$ cat src/rtl/tcam_pkg.sv
// Shared definitions for the TCAM search controller: FSM encoding,
// default geometry and the index-width helper.
package tcam_pkg;

  typedef enum logic [1:0] {
    IDLE = 2'd0,
    SCAN = 2'd1,
    DONE = 2'd2
  } state_t;

  localparam int DEF_WIDTH = 8;
  localparam int DEF_DEPTH = 8;

  function automatic int calc_idxw(input int depth);
    return (depth > 1) ? $clog2(depth) : 1;
  endfunction

endpackage

$ cat src/rtl/feynman_xor_row.sv
// Two-input Feynman (CNOT) gate primitive and a WIDTH-wide row of them.
// P passes A through unchanged; Q carries A ^ B.
module feynman_gate (
  input  logic i_a,
  input  logic i_b,
  output logic o_p,
  output logic o_q
);

  assign o_p = i_a;
  assign o_q = i_a ^ i_b;

endmodule

module feynman_xor_row #(
  parameter int WIDTH = 8
) (
  input  logic [WIDTH-1:0] i_a,
  input  logic [WIDTH-1:0] i_b,
  output logic [WIDTH-1:0] o_p,
  output logic [WIDTH-1:0] o_q
);

  for (genvar g = 0; g < WIDTH; g++) begin : g_gate
    feynman_gate u_gate (
      .i_a (i_a[g]),
      .i_b (i_b[g]),
      .o_p (o_p[g]),
      .o_q (o_q[g])
    );
  end

endmodule

$ cat src/rtl/tcam_search_ctrl.sv
// Sequential ternary-CAM search controller: one entry compared per cycle
// through a shared Feynman XOR row, lowest matching index reported.
module tcam_search_ctrl
  import tcam_pkg::*;
#(
  parameter int WIDTH = DEF_WIDTH,
  parameter int DEPTH = DEF_DEPTH,
  parameter int IDXW  = calc_idxw(DEPTH)
) (
  input  logic             clk,
  input  logic             rst_n,
  input  logic             wr_en,
  output logic             wr_ready,
  input  logic [IDXW-1:0]  wr_addr,
  input  logic [WIDTH-1:0] wr_data,
  input  logic [WIDTH-1:0] wr_care,
  input  logic             wr_vld,
  input  logic             search_valid,
  output logic             search_ready,
  input  logic [WIDTH-1:0] search_key,
  output logic             result_valid,
  input  logic             result_ready,
  output logic             result_hit,
  output logic [IDXW-1:0]  result_index
);

  localparam logic [IDXW-1:0] LAST_IDX = IDXW'(DEPTH - 1);

  logic [WIDTH-1:0] r_data [DEPTH];
  logic [WIDTH-1:0] r_care [DEPTH];
  logic [DEPTH-1:0] r_valid;

  state_t           r_state;
  logic [WIDTH-1:0] r_key;
  logic [IDXW-1:0]  r_idx;
  logic             r_hit;
  logic [IDXW-1:0]  r_index;

  logic             w_wrAccept;
  logic [WIDTH-1:0] w_keyPass;
  logic [WIDTH-1:0] w_diff;
  logic             w_match;

  assign wr_ready     = (r_state != SCAN);
  assign search_ready = (r_state == IDLE);
  assign result_valid = (r_state == DONE);
  assign result_hit   = r_hit;
  assign result_index = r_index;
  assign w_wrAccept   = wr_en && wr_ready;

  feynman_xor_row #(.WIDTH(WIDTH)) u_row (
    .i_a (r_key),
    .i_b (r_data[r_idx]),
    .o_p (w_keyPass),
    .o_q (w_diff)
  );

  assign w_match = r_valid[r_idx] && ((w_diff & r_care[r_idx]) == '0);

  // Table storage; writes are only accepted outside SCAN so a scan sees a frozen table.
  always_ff @(posedge clk or negedge rst_n) begin
    if (!rst_n) begin
      r_valid <= '0;
      for (int i = 0; i < DEPTH; i++) begin
        r_data[i] <= '0;
        r_care[i] <= '0;
      end
    end else if (w_wrAccept) begin
      r_data[wr_addr]  <= wr_data;
      r_care[wr_addr]  <= wr_care;
      r_valid[wr_addr] <= wr_vld;
    end
  end

  always_ff @(posedge clk or negedge rst_n) begin
    if (!rst_n) begin
      r_state <= IDLE;
      r_key   <= '0;
      r_idx   <= '0;
      r_hit   <= 1'b0;
      r_index <= '0;
    end else begin
      case (r_state)
        IDLE: begin
          if (search_valid) begin
            r_key   <= search_key;
            r_idx   <= '0;
            r_state <= SCAN;
          end
        end
        SCAN: begin
          // The key recirculates through the row's pass-through output while scanning.
          r_key <= w_keyPass;
          if (w_match) begin
            r_hit   <= 1'b1;
            r_index <= r_idx;
            r_state <= DONE;
          end else if (r_idx == LAST_IDX) begin
            r_hit   <= 1'b0;
            r_index <= '0;
            r_state <= DONE;
          end else begin
            r_idx <= r_idx + IDXW'(1);
          end
        end
        DONE: begin
          if (result_ready) begin
            r_state <= IDLE;
          end
        end
        default: r_state <= IDLE;
      endcase
    end
  end

endmodule

$ cat config.mk
export PLATFORM = sky130hd
export DESIGN_NAME = tcam_search_ctrl
export DESIGN_NICKNAME = d
export VERILOG_FILES = /design/src/rtl/tcam_pkg.sv /design/src/rtl/feynman_xor_row.sv /design/src/rtl/tcam_search_ctrl.sv
export SDC_FILE = /design/constraint.sdc
export NUM_CORES = 1
export LEC_CHECK = 0
export CAP_MARGIN = 20
export CORE_ASPECT_RATIO = 0.75
export CORE_MARGIN = 2
export CORE_UTILIZATION = 60
export DETAILED_ROUTE_END_ITERATION = 7
export PLACE_DENSITY = 0.82
export SLEW_MARGIN = 25
export SYNTH_ARGS = -nofsm -noshare
export SYNTH_HDL_FRONTEND = slang
export SYNTH_SLANG_ARGS = --single-unit
$ cat constraint.sdc
create_clock -name clk -period 2.7 [get_ports clk]
set_input_delay 0.54 -clock clk [delete_from_list [all_inputs] [get_ports clk]]
set_output_delay 0.54 -clock clk [all_outputs]
set_load 0.005 [all_outputs]
; Word-level counts from Yosys, hierarchy flattened
; Index checks and enable logic that the tools add are counted.
[op_classes]
addsub = 1
n_lt_le_gt_ge = 6
n_eq_ne = 9
mux = 28
bitwise_logic = 11
n_reduce_logical = 12
[op_table]
columns = cell, n
row1 = $bwmux W64, 2
row2 = $bmux W8 S3, 2
row3 = $mux W8, 5
row4 = $demux W8 S3, 1
row5 = $mux W3, 5
row6 = $and A8 B8 Y8, 1
row7 = $bwmux W8, 1
row8 = $ge A4 B4 Y1 const B, 2
row9 = $logic_not A8 Y1, 1
row10 = $lt A3 B4 Y1 const B, 2
row11 = $mux W2, 4
row12 = $not A3 Y4, 2
row13 = $xor A1 B1 Y1, 8
row14 = $ne A2 B2 Y1 const B, 3
row15 = $pmux W2 S3, 1
row16 = $pmux W3 S2, 1
row17 = $logic_and A1 B1 Y1, 4
row18 = $lt A4 B1 Y1 const B, 1
row19 = $mux W1, 4
row20 = $ne A2 B1 Y1 const B, 2
row21 = $reduce_and A2 Y1, 2
row22 = $reduce_and A4 Y1, 1
row23 = $reduce_bool A2 Y1, 2
row24 = $add A3 B1 Y3 const B, 1
row25 = other kinds (9), 9
[word_totals]
register_bits = 153
input_bits = 33
out_inout_bits = 7
word_cells = 89

; Depth between registers and ports, before layout
; Gate-level depths: netlist (run 1).
[depth]
ltp_word = 10
ltp_mapped = 10

; Cells and area by module
; Synthesis (run 1) repeated with hierarchy kept, for this count alone.
[hier_totals]
cells_unflattened = 504
hier_area_um2 = 7159.4
[modules_own_cells]
columns = mod, instances, cells_each, area_each_um2, seq_area_each_um2
row1 = tcam_search_ctrl, 1, 488, 7029.2, 3828.7
row2 = feynman_gate, 8, 2, 16.3, 0.0

; Worst setup path after synthesis (run 1)
; Ideal clock, no wire load.
[synth_timing]
path_type = flip-flop to flip-flop
from = reg r_idx[0]
to = reg r_state[0]
arrival_ps = 2110
t_required_ps = 2576
slack_ps = 466
stages_incl_launch_ff = 9
period_less_slack_ps = 2234
cell_sequence = dfrtp_1 > buf_6 > mux4_2 > xor2_1 > a22oi_2 > nand4_1 > a211oi_2 > a211oi_2 > or2_1
[synth_via]
elab_chain_len = 10
word_cells_on_any_way = 25
cone_classes = eq/ne (2) / mux (10) / bitwise (10) / reduce/logical (3)
[synth_lines]
columns = item, line_no
row1 = from (decl), tcam_search_ctrl.sv:35  ; logic [IDXW-1:0] r_idx;
row2 = from (signal assigned), tcam_search_ctrl.sv:103  ; r_idx <= r_idx + IDXW'(1);
row3 = $not A3 Y4 (implied by the code), "tcam_search_ctrl.sv:53, tcam_search_ctrl.sv:58"
row4 = $bmux W8 S3, tcam_search_ctrl.sv:53  ; .i_b (r_data[r_idx]),
row5 = $mux W8 (implied by the code) (2 in a row), tcam_search_ctrl.sv:53
row6 = $xor A1 B1 Y1, feynman_xor_row.sv:11  ; assign o_q = i_a ^ i_b;
row7 = $and A8 B8 Y8, tcam_search_ctrl.sv:58  ; assign w_match = r_valid[r_idx] && ((w_diff & r_care[r_idx]) == '0);
row8 = $logic_not A8 Y1, tcam_search_ctrl.sv:58
row9 = $logic_and A1 B1 Y1, tcam_search_ctrl.sv:58
row10 = $ne A3 B3 Y1 (no source line) or $mux W2 (tied branches), n/a
row11 = $reduce_and A3 Y1 (no source line) or $pmux W2 S3 (tied branches), n/a
row12 = to (signal assigned), tcam_search_ctrl.sv:77  ; r_state <= IDLE;
row13 = to (signal assigned), tcam_search_ctrl.sv:88  ; r_state <= SCAN;
row14 = to (signal assigned), tcam_search_ctrl.sv:97  ; r_state <= DONE;
row15 = to (decl), tcam_search_ctrl.sv:33  ; state_t r_state;
; Several ways; a longest one is shown, not always the timed one. The select of a mux whose other input is x is not followed.
; A chain may end at the register's enable or synchronous reset.

; Worst setup path in the final report (run 1)
[layout_timing]
from = reg r_idx[0]
to = reg r_idx[2]
[layout_via]
elab_chain_len = 10
word_cells_on_any_way = 28
cone_classes = add/sub (1) / eq/ne (3) / mux (11) / bitwise (10) / reduce/logical (3)
[layout_lines]
columns = item, line_no
row1 = $not A3 Y4 (implied by the code), "tcam_search_ctrl.sv:53, tcam_search_ctrl.sv:58"
row2 = $bmux W8 S3, tcam_search_ctrl.sv:53
row3 = $mux W8 (implied by the code) (2 in a row), tcam_search_ctrl.sv:53
row4 = $xor A1 B1 Y1, feynman_xor_row.sv:11
row5 = $and A8 B8 Y8, tcam_search_ctrl.sv:58
row6 = $logic_not A8 Y1, tcam_search_ctrl.sv:58
row7 = $logic_and A1 B1 Y1, tcam_search_ctrl.sv:58
row8 = $ne A2 B2 Y1 (no source line), n/a
row9 = $reduce_and A4 Y1 (no source line), n/a
; Several ways; a longest one is shown, not always the timed one. The select of a mux whose other input is x is not followed.

==> flow_summary_export.csv, run 1 <==
group,metric,value,unit
outcome,status,"complete, no violations",
pwr,p_leak,3.68,nW
sta,hold_ws,0.0737,ns
sta,slew_viol_final,0,
cells_and_area,layout.nets,586,
grt,grt_pass1_wl,26200,um
grt,overflow,0,
detailed_routing,routed_wirelength,16200,um
clock_tree,cts_resized,0,
cells_and_area,area_growth,16.4,%
clock_tree,cts_sinks,153,
floorplan,core_area,11600,sq um
setup_path,path_cells,"buf_4, mux4_1, o311a_1, a22oi_1, a211oi_2, a211oi_2, mux2i_1",
placed_design,port_buffers,39,
flow_run,drv_cap,0,
floorplan,fp.dieW,130,um
synthesis,synth_cell_types,49,
sta,worst_pin_slew,0.553,ns
setup_path,cp-start-kind,"register",
detailed_routing,routed.top_layer,"met4",
synthesis,synth_top_cell_by_area,"dfrtp_1",
floorplan,ios,40,
sta,slew_headroom,63.2,%
placed_design,dp_hpwl,10500,um
cells_and_area,fin_area,8260,sq um
synthesis,synth_cells,504,
sta,hold_viol_final,0,
floorplan,dieArea,12700,sq um
synthesis,syn_nets,539,
synthesis,syn_area_per_cell,14.1,sq um
synthesis,netlist_area,7100,sq um
grt,antenna_found_initial,0,
detailed_routing,route.detailed.drc,0,
pwr,power.density,1230,nW/um^2
pwr,irDropWorstVdd,0.563,mV
setup_path,cp_num_buf_inv,1,
clock_tree,cts_buffers,17,
placed_design,placedInstanceArea,7690,sq um
cells_and_area,diodes,0,
cells_and_area,fin_util,71.4,%
clock_tree,ctsLongestPathBuffers,2,
detailed_routing,drt-initial-drc-count,287,
synthesis,yosys_warnings,0,
floorplan,row_count,34,
pwr,power,10.2,mW
sta,final.period_utilization,92.6,%
detailed_routing,dr.pass1.iters,4,
setup_path,path_delay_family,"compound AO/OA/AOI/OAI gates",
synthesis,synthSimpleGateAreaFrac,5.08,%
synthesis,synthXorXnorAreaFrac,4.57,%
setup_path,crit_slowest_cell,"mux4_1",
grt,grt_max_degree,60,
clock_tree,clk_latency,0.43,ns
sta,fin_crit,2.50,ns
synthesis,synthTopCellsByArea,"dfrtp_1 (54%), mux2_2 (21%), xor2_1 (3.7%)",
detailed_routing,ant_nets,0,
grt,grt_pass1_vias,4762,
synthesis,yosys.area.top_type_share,53.9,%
clock_tree,htreeDepth,4,
detailed_routing,wl_met3,1040,um
synthesis,synthAdderAreaFrac,0.353,%
synthesis,synth-edff-count,0,
synthesis,synthMuxAreaShare,30.1,%
setup_path,slowest_delay,0.56,ns
synthesis,synth_most_common_cell,"dfrtp_1",
clock_tree,clk_pin_slew_worst_paths,0.06,ns
synthesis,ys_seq_area_share,53.9,%
floorplan,die_y,98.2,um
detailed_routing,wl_per_cell,22.3,um
sta,rsz0062_at_grt,"false",
clock_tree,cts_setup_buffers,0,
sta,fmax,400,MHz
synthesis,synth-seq-cells,153,
placed_design,place_congestion,0.831,
clock_tree,cts_root_buf,"clkbuf_16",
setup_path,path_max_fanout,10,
placed_design,place_ws,0.211,ns
min_path,hold_class,"input port to async pin",
setup_path,end_kind,"register",
cells_and_area,num-fill-cells,757,
setup_path,r2r_start,"r_idx[0]",
detailed_routing,via_per_inst,6.02,
synthesis,synthFlopType,"dfrtp_1",
floorplan,start_util,61.3,%
setup_path,crit_cells,7,
detailed_routing,met2WireLength,7620,um
setup_path,path_common_cell,"a211oi_2",
detailed_routing,num_vias,4362,
sta,setup_tns,0,ns
setup_path,rrSetupSlack,0.20,ns
sta,setup_viol,0,
setup_path,reg2reg_depth,7,
placed_design,placedCellCount,694,
sta,setup_ws,0.200,ns
setup_path,rr_endpoint,"r_idx[2]",
synthesis,synth_compound_area_share,3.39,%
synthesis,ys_top_cells_by_count,"dfrtp_1 (153), mux2_2 (131), nand2_1 (40)",
setup_path,critical_path.endpoint,"r_idx[2]",
cells_and_area,fin_cells,725,
setup_path,setup.worst_path.start,"r_idx[0]",
cells_and_area,layout-drive-gt1-share,34.8,%
synthesis,synth_top_family_by_area,"multiplexers",
setup_path,path_class,"register to register",
clock_tree,cts_hold_buffers,0,
setup_path,crit_required,3.04,ns
setup_path,crit_arrival,2.84,ns
sta,fin_worst_skew,0.0115,ns
synthesis,async_flop_share,100,%
detailed_routing,wl_met1,7200,um
clock_tree,cts_tree,"built",
grt,track_usage,27.9,%
how the worst min path moves through the flow:
stage                    start         end  slack (ns)  cells after the start
floorplan                rst_n   r_care[0]        0.24                      0
global placement    r_care[24]  r_care[24]        0.46                      1
detailed placement  r_care[28]  r_care[28]        0.47                      1
CTS                      rst_n  r_data[37]        0.09                      1
global route             rst_n  r_data[37]        0.11                      1
finish                   rst_n  r_data[49]        0.07                      1
placed cells by master (no fill, tap or decap), types with 3 or more instances in the layout:
master,Yosys,routed
clkinv_2,0,3
xor2_1,30,30
mux2i_1,26,26
nand2_1,40,40
clkdlybuf4s50_1,0,38
a22oi_1,8,8
dfrtp_1,153,152
nor2_1,7,7
nand3b_1,3,3
buf_4,3,14
mux2_1,11,11
inv_1,3,3
nand3_1,5,5
buf_12,0,3
a221oi_1,3,3
mux4_1,7,7
mux2_2,131,131
clkbuf_16,0,17
clkinvlp_4,0,3
mux4_2,4,4
xnor2_1,7,7
flip-flops by register name, summed over array words and instances, names as in the netlist:
name,cells
result_index,3
r_valid,8
r_data,64
r_idx,3
r_state,2
r_key,8
result_hit,1
r_care,64
report_power, final:
| group | switching (mW) | internal [mW] | leakage, nW |
|---|---|---|---|
| clock network | 0.919 | 1.38 | 0.272 |
| logic | 1.62 | 2.00 | 1.53 |
| registers | 0.821 | 3.43 | 1.88 |
| total | 3.36 | 6.81 | 3.68 |
area by class of cell:
cell class | count | area (sq um) | area share, %
Clock inverter | 11 | 124 | 1.50
Tap cell | 162 | 203 | 2.45
Clock buffer | 20 | 447 | 5.41
Multi-Input combinational cell | 318 | 3080 | 37.3
Inverter | 5 | 18.8 | 0.227
Sequential cell | 153 | 3830 | 46.4
Timing Repair Buffer | 56 | 557 | 6.74
cell families (layout without fill, tap and decap cells):
logic type / after synthesis / count (layout)
fa+ha+maj: 2 / 2
buf+inv: 33 / 92
flops: 153 / 153
simple gates: 72 / 72
mux: 179 / 179
xor+xnor: 37 / 37
compound gates: 28 / 28
worst register-to-register path, stage by stage (launching register included):
cell and delay, ns:
dfrtp_1 0.44, buf_4 0.22, mux4_1 0.56, o311a_1 0.15, a22oi_1 0.28, a211oi_2 0.11
a211oi_2 0.40, mux2i_1 0.26
layer usage:
metal,GRT usage [%],vias to the layer above
li1,-,1913
met1,39.0,2294
met2,41.8,124
met3,8.27,31
met4,9.84,0
met5,0,-
No activity file was read; power rests on OpenSTA's default activity.
==> run 2: changes to the inputs <==
==> constraint.sdc (replaced) <==
create_clock -name clk -period 2.7 [get_ports clk]
set_input_delay 0.54 -clock clk [delete_from_list [all_inputs] [get_ports clk]]
set_output_delay 0.54 -clock clk [all_outputs]
set_load 0.01 [all_outputs]
==> results of run 2 <==
Same layout as run 1 (identical final DEF). Status: complete, no violations.
==> run 3: changes to the inputs <==
--- a/config.mk
+++ b/config.mk
@@ -7,9 +7,9 @@
 export LEC_CHECK = 0
 export CAP_MARGIN = 20
 export CORE_ASPECT_RATIO = 0.75
-export CORE_MARGIN = 2
 export CORE_UTILIZATION = 60
 export DETAILED_ROUTE_END_ITERATION = 7
+export GPL_ROUTABILITY_DRIVEN = 1
 export PLACE_DENSITY = 0.82
 export SLEW_MARGIN = 25
 export SYNTH_ARGS = -nofsm -noshare
==> run 3 against run 2 <==
Sequential cell count stayed put. Largest power group unchanged. Critical path depth is the same. Clock power is 8% higher. Count of clock-buffer cells in the layout is 1 lower. Power increased by 3.5%.
==> flow_summary_export.csv, run 3 (same netlist as run 1, synthesis figures left out) <==
group,metric,value,unit
outcome,status,"complete, no violations",
detailed_routing,num_vias,4400,
cells_and_area,diodes,0,
placed_design,port_buffers,39,
grt,antenna_found_initial,0,
detailed_routing,wl_per_cell,23.0,um
detailed_routing,ant_nets,0,
cells_and_area,layout-drive-gt1-share,35.6,%
sta,fmax,384,MHz
cells_and_area,fin_cells,725,
clock_tree,cts_sinks,153,
detailed_routing,routed_wirelength,16700,um
cells_and_area,final_common_cell,"dfrtp_1",
grt,overflow,0,
cells_and_area,reg_top3,"r_care (64), r_data (64)",
grt,grt_max_degree,69,
min_path,hold_class,"input port to async pin",
sta,fin_crit,2.60,ns
sta,setup_tns,0,ns
grt,track_usage,29.6,%
placed_design,place_congestion,0.858,
floorplan,start_util,63.2,%
clock_tree,clk_pin_slew_worst_paths,0.06,ns
setup_path,reg2reg_depth,7,
sta,hold_ws,0.0706,ns
setup_path,rrSetupSlack,0.1,ns
placed_design,dp_hpwl,10700,um
setup_path,path_class,"register to register",
clock_tree,cts_setup_buffers,0,
floorplan,die_y,96.2,um
sta,worst_pin_slew,0.545,ns
cells_and_area,layout_common_cells,"dfrtp_1 (151), mux2_2 (131), nand2_1 (40)",
clock_tree,ctsLongestPathBuffers,2,
clock_tree,htreeDepth,4,
setup_path,end_kind,"register",
floorplan,dieArea,12300,sq um
floorplan,core_area,11200,sq um
sta,final.period_utilization,96.5,%
setup_path,crit_required,3.01,ns
grt,grt_pass1_vias,4428,
pwr,p_leak,3.72,nW
floorplan,row_count,33,
sta,slew_viol_final,0,
placed_design,placedCellCount,694,
detailed_routing,dr.pass1.iters,5,
setup_path,rr_endpoint,"r_state[0]",
clock_tree,clk_latency,0.42,ns
cells_and_area,area_growth,17.4,%
detailed_routing,route.detailed.drc,0,
clock_tree,cts_buffers,17,
floorplan,fp.dieW,128,um
flow_run,drv_cap,0,
detailed_routing,drt-initial-drc-count,420,
cells_and_area,layout.nets,591,
clock_tree,cts_root_buf,"clkbuf_16",
sta,slew_headroom,63.7,%
sta,fin_worst_skew,0.0115,ns
sta,rsz0062_at_grt,"false",
setup_path,path_max_fanout,7,
setup_path,r2r_start,"r_idx[0]",
clock_tree,cts_tree,"built",
setup_path,crit_arrival,2.91,ns
floorplan,ios,40,
sta,setup_viol,0,
sta,hold_viol_final,0,
setup_path,cp-start-kind,"register",
detailed_routing,via_per_inst,6.07,
grt,grt_pass1_wl,25900,um
pwr,irDropWorstVdd,0.611,mV
pwr,power.density,1260,nW/um^2
run 3: changes by cell type in the layout (fill, tap and decap cells not counted), sizes merged:
| cell | previous run | this run |
|---|---|---|
| clkinv | 5 | 4 |
| bufinv | 2 | 4 |
| buf | 18 | 23 |
| clkbuf | 20 | 19 |
run 3: worst max path at each step:
stage | start | to | slack [ns] | depth (start not counted)
after floorplan | r_idx[0] | r_state[0] | 0.47 | 8
after global placement | r_idx[0] | r_state[0] | 0.1 | 7
after detailed placement | r_idx[0] | r_state[0] | 0.06 | 7
after CTS | r_idx[0] | r_idx[2] | 0.07 | 8
after global routing | r_idx[0] | r_idx[1] | 0.03 | 8
final | r_idx[0] | r_state[0] | 0.1 | 7
run 3: worst max-delay path, cell delays in order, from the launching register on:
cell and delay [ns]:
dfrtp_2 0.49, buf_4 0.21, mux4_1 0.61, a22oi_2 0.17, nand4_1 0.16, a211oi_2 0.42, a211oi_2 0.20, or2_1 0.24
run 3: power by group:
group	total, mW	internal (mW)	switching (mW)
Sequential	4.32	3.43	0.892
Clock	2.48	1.54	0.936
Combinational	3.74	2.03	1.72
Total	10.5	7.00	3.54
run 3: per-stage QoR:
step	setup WS (ns)	cell area (sq um)	util (%)	power, mW
after global routing	0.0290	8330	74.2	11.0
after global placement	0.0997	7720	68.8	7.74
final	0.0955	8330	74.2	10.5
after floorplan	0.466	7100	-	6.78
after CTS	0.0665	8330	74.2	10.5
after detailed placement	0.0619	7720	68.8	7.90
run 3: area by class of cell:
cell class	instances	area, sq um
clock buffers	19	433
well taps	157	196
repair buffers	61	594
fillers	711	2900
clock inverters	12	175
flip-flops and latches	153	3830
inverters	5	18.8
multi-input cells	318	3080
run 3: what timing repair did:
item / 4_1_cts / 5_1_grt
gates resized for setup: 1 / 1
pin swaps: 0 / 1
hold buffers: 0 / 0
endpoints found under the setup margin: 4 / 3
hold endpoints to repair: 0 / 0
run 3: layer usage:
layer / vias up / wire [um] / share of wire, % / GRT usage (%)
li1: 1924 / - / - / -
met1: 2314 / 8020 / 48 / 43.2
met5: - / 0 / 0 / 0
met2: 142 / 7250 / 44 / 42.5
met3: 20 / 1150 / 6.9 / 8.73
met4: 0 / 241 / 1.4 / 9.61
